File: config.mk
export PLATFORM = sky130hd
export DESIGN_NAME = robs_mult_arbiter
export DESIGN_NICKNAME = d
export VERILOG_FILES = /design/src/rtl/robs_mult_arbiter.sv
export SDC_FILE = /design/constraint.sdc
export NUM_CORES = 1
export LEC_CHECK = 0
export ABC_AREA = 1
export CORE_UTILIZATION = 44
export CTS_CLUSTER_DIAMETER = 80
export DETAILED_ROUTE_END_ITERATION = 6
export PLACE_DENSITY_LB_ADDON = 0.08
export SLEW_MARGIN = 5
export SYNTH_ARGS = -nofsm -noshare
export SYNTH_HDL_FRONTEND = slang
export SYNTH_SLANG_ARGS = --single-unit
File: constraint.sdc
create_clock -name clk -period 1.8 [get_ports clk]
set_input_delay 0.27 -clock clk [delete_from_list [all_inputs] [get_ports clk]]
set_output_delay 0.27 -clock clk [all_outputs]
set_load 0.02 [all_outputs]
File: src/rtl/robs_mult_arbiter.sv
// Round-robin arbiter that shares one signed 8x8 Robertson multiplier between two requesters.
// state | meaning: IDLE wait for req | LOAD pulse mult_start | RUN wait done/timeout | RESP ack or err
module robs_mult_arbiter #(
    parameter int TIMEOUT = 32,
    parameter int CW      = 8
) (
    input  logic        clk,
    input  logic        reset,
    input  logic        req0,
    input  logic [7:0]  a0,
    input  logic [7:0]  b0,
    input  logic        req1,
    input  logic [7:0]  a1,
    input  logic [7:0]  b1,
    output logic        ack0,
    output logic        ack1,
    output logic        err0,
    output logic        err1,
    output logic [15:0] result,
    output logic        busy,
    output logic        mult_start,
    output logic [7:0]  mult_a,
    output logic [7:0]  mult_b,
    input  logic [15:0] mult_product,
    input  logic        mult_done
);

    localparam logic [1:0] S_IDLE = 2'd0;
    localparam logic [1:0] S_LOAD = 2'd1;
    localparam logic [1:0] S_RUN  = 2'd2;
    localparam logic [1:0] S_RESP = 2'd3;

    localparam logic [CW-1:0] LP_TC = CW'(TIMEOUT - 1);

    logic [1:0]    r_state;
    logic          r_last;
    logic          r_gnt;
    logic          r_prev_resp;
    logic          r_timeout;
    logic [CW-1:0] r_cnt;
    logic [15:0]   r_result;
    logic [7:0]    r_mult_a;
    logic [7:0]    r_mult_b;

    logic w_eff0;
    logic w_eff1;
    logic w_gnt_vld;
    logic w_gnt_id;

    // The requester just served may still hold req in the first IDLE cycle; ignore it there.
    assign w_eff0    = req0 & ~(r_prev_resp & ~r_gnt);
    assign w_eff1    = req1 & ~(r_prev_resp & r_gnt);
    assign w_gnt_vld = w_eff0 | w_eff1;
    assign w_gnt_id  = (w_eff0 & w_eff1) ? ~r_last : w_eff1;

    always_ff @(posedge clk or negedge reset) begin
        if (!reset) begin
            r_state     <= S_IDLE;
            r_last      <= 1'b1;
            r_gnt       <= 1'b0;
            r_prev_resp <= 1'b0;
            r_timeout   <= 1'b0;
            r_cnt       <= '0;
            r_result    <= '0;
            r_mult_a    <= '0;
            r_mult_b    <= '0;
        end else begin
            r_prev_resp <= (r_state == S_RESP);
            case (r_state)
                S_IDLE: begin
                    if (w_gnt_vld) begin
                        r_gnt    <= w_gnt_id;
                        r_last   <= w_gnt_id;
                        r_mult_a <= w_gnt_id ? a1 : a0;
                        r_mult_b <= w_gnt_id ? b1 : b0;
                        r_state  <= S_LOAD;
                    end
                end
                S_LOAD: begin
                    r_cnt     <= '0;
                    r_timeout <= 1'b0;
                    r_state   <= S_RUN;
                end
                S_RUN: begin
                    // done is checked first so a completion on the timeout cycle still succeeds
                    if (mult_done) begin
                        r_result  <= mult_product;
                        r_timeout <= 1'b0;
                        r_state   <= S_RESP;
                    end else if (r_cnt == LP_TC) begin
                        r_result  <= '0;
                        r_timeout <= 1'b1;
                        r_state   <= S_RESP;
                    end else begin
                        r_cnt <= r_cnt + 1'b1;
                    end
                end
                default: begin
                    r_state <= S_IDLE;
                end
            endcase
        end
    end

    assign busy       = (r_state != S_IDLE);
    assign mult_start = (r_state == S_LOAD);
    assign ack0       = (r_state == S_RESP) & ~r_timeout & ~r_gnt;
    assign ack1       = (r_state == S_RESP) & ~r_timeout & r_gnt;
    assign err0       = (r_state == S_RESP) & r_timeout & ~r_gnt;
    assign err1       = (r_state == S_RESP) & r_timeout & r_gnt;
    assign result     = r_result;
    assign mult_a     = r_mult_a;
    assign mult_b     = r_mult_b;

endmodule

==> impl_metrics.toml, run 1 <==
[worst_setup_path]
end_kind = "primary output"
critPathMaxStageDelay_ns = 0.40
worstSetupStartpointType = "register"
cp_data_required_time_ns = 1.53
slowest_stage = "dfrtp_1"
rr_startpoint = "r_state[0]"
worstPathMaxFanout = 5
crit_path_start = "r_state[0]"
reg2reg_depth = 7
worst-setup-path-type = "reg2out"
arrival_ns = 1.43
rrSetupSlack_ns = 0.24
path_cells = "ha_1 > inv_1 > nor3_1 > dlygate4sd2_1"

[cells_and_area]
finalInstanceArea_um2 = 3470
diodes = 0
drive_above_1_share = 0.108
post-route-util = 0.671
fin_nets = 456
syn2layout_area_growth_pct = 45.1
nFillCells = 466

[global_route]
grt_max_degree = 28
grt_pass1_vias = 1933
overflow = 0
grt_use_total = 0.202
antenna_found_initial = 0
grt_pass1_wl_um = 8760

[synth]
synth_compound_area_frac = 0.0408
syn_inst = 304
synth.ff_latch_count = 46
synth_fp_nets = 362
synth_cell_types = 26
ys_warn_count = 0
synthSimpleGateAreaFrac = 0.384
synth.mux.area_fraction = 0
synth_top_family_by_area = "simple AND/OR/NAND/NOR gates"
synth_area_per_cell_um2 = 7.87
synth_xor_area_frac = 0
synth_area_um2 = 2390
synthAdderAreaFrac = 0.0262
yosysSeqAreaShare = 0.482

[floorplanning]
coreArea_um2 = 5170
io_pins = 91
start_util = 0.463
fp-row-count = 26
die_x_um = 75.7
fp.dieArea_um2 = 5740
die_h_um = 75.7

[placement]
postPlaceCellArea_um2 = 3380
post-dp-hpwl_um = 4040
portBuffers = 90
place_congestion = 0.822

[clock_tree]
root_buffer = "clkbuf_8"
h-tree-depth = 2
clk_latency_ns = 0.29
clock_path_buffers = 2
clkTransAtPathRegs_ns = 0.08
numCtsBuffers = 5
cts_tree = "done"
cts_num_sinks = 46
cts_setup_buffers = 0

[routing]
drt-total-wl_um = 5580
wl_per_cell_um = 11.9
dr.pass1.iters = 4
vias = 2185
drt-initial-drc-count = 82
drc_errors = 0
viasPerCell = 4.66
antenna_left = 0

[timing]
setup_tns_ns = 0
hold_viol_final = 0
setup_viol_count_final = 0
fin_crit_ns = 1.70
tightest_slew_ns = 0.484
drv_slew = 0
slew_headroom = 0.678
fin_crit_sh = 0.946
rsz0062_at_grt = "false"
max_freq_mhz = 587
fin_skew_ns = 0.00428

[pwr]
total_leakage_power_nw = 1.71
peakVddDrop_v = 0.000918
p_per_area_nw_per_um2 = 1470

[min_path]
hold_path_class = "in2async"

[run]
cap_violations = 0

[status]
outcome = "complete, no violations"
==> path summary, 6_finish.rpt <==
check	to
max	ack1
min	mult_b[5]
max reg2reg	result[3]
min reg2reg	mult_a[1]
max in group asynchronous	mult_a[2]
min in group clk	mult_a[1]
==> state kept, by name, indices dropped and copies added, names as in the netlist <==
name,flops
r_last,1
r_timeout,1
r_cnt,8
r_prev_resp,1
r_gnt,1
result,16
r_state,2
mult_a,8
mult_b,8
==> cell type report <==
class / instances / area [um^2] / share of cell area
sequential: 46 / 1150 / 0.332
clock buffer: 7 / 86.3 / 0.0249
multi-input combinational: 228 / 1080 / 0.311
clock inverter: 1 / 5.00 / 0.00144
tap: 70 / 87.6 / 0.0252
timing repair buffer: 98 / 983 / 0.283
inverter: 19 / 76.3 / 0.0220
==> where the power goes <==
| part | total [W] | leakage [nW] | switching, W | internal, W |
|---|---|---|---|---|
| combinational | 0.00276 | 1.07 | 0.00157 | 0.00119 |
| clock | 0.000647 | 0.0482 | 0.000337 | 0.000310 |
| sequential | 0.00169 | 0.586 | 0.000239 | 0.00145 |
| total | 0.00509 | 1.71 | 0.00214 | 0.00295 |
==> critical path: cells and delay by family, from the launching register on <==
| kind | cells | cell delay (ns) |
|---|---|---|
| buffers and inverters | 2 | 0.44 |
| and+or+nand+nor | 1 | 0.12 |
| adders and majority gates | 1 | 0.19 |
| DFF | 1 | 0.40 |
==> cell usage in the layout (no fill, tap or decap), types with 2 or more instances in the layout <==
cell type,instances
buf_12,3
buf_4,4
clkbuf_2,2
clkbuf_8,6
clkdlybuf4s15_1,2
clkdlybuf4s50_1,83
dfrtp_1,45
dlygate4sd2_1,2
ha_1,4
inv_1,14
inv_2,3
inv_4,2
nand2_1,136
nand2_2,10
nand3_1,42
nand3_2,2
nor2_1,6
nor3_1,6
o21ai_0,2
o21ai_1,10
or2_2,2
==> layer usage <==
metal / track usage / routed length (um) / vias up
li1: - / - / 1152
met4: 0.0658 / 53 / 0
met5: 0 / 0 / -
met1: 0.243 / 2510 / 971
met2: 0.357 / 2720 / 58
met3: 0.0489 / 297 / 4
==> cells by family (layout without fill, tap and decap cells) <==
logic type,after synthesis,count (layout)
buffers and inverters,30,125
flip-flops,46,46
AND/OR/NAND/NOR,208,208
AO/OA/AOI/OAI,15,15
adder cells (fa/ha/maj),5,5
==> metrics by stage <==
step	cells	hold WS [ns]	worst slack (ns)	total power (W)
floorplan	304	-0.0256	0.329	0.00335
detailed placement	460	0.257	0.102	0.00452
global route	469	0.503	0.0101	0.00551
global placement	460	0.255	0.153	0.00447
CTS	469	0.473	0.0560	0.00516
finish	469	0.465	0.0966	0.00509
==> Yosys cell counts, drive strengths merged <==
library cell,instances,area [um^2]
inv,19,76.3
or2,2,12.5
a21oi,2,21.3
nor2,7,28.8
dfstp,1,26.3
buf,11,85.1
o21ai,13,76.3
nand2,147,593
dfrtp,45,1130
nand4,1,6.26
nor3,6,30.0
nand3,45,248
ha,5,62.6
==> repair_timing <==
item                                   in CTS  in global routing
hold buffers                                1                  0
pin swaps                                   0                  0
resized for setup                           6                  9
endpoints found under the hold margin      18                  0
setup endpoints to repair                   6                 19
Power figures use the tool's default switching activity.
==> run 2: changes to the inputs <==
--- a/config.mk
+++ b/config.mk
@@ -6,6 +6,7 @@
 export NUM_CORES = 1
 export LEC_CHECK = 0
 export ABC_AREA = 1
+export CAP_MARGIN = 20
 export CORE_UTILIZATION = 44
 export CTS_CLUSTER_DIAMETER = 80
 export DETAILED_ROUTE_END_ITERATION = 6
==> results of run 2 <==
No change in the layout: final DEF, timing and power equal those of run 1.
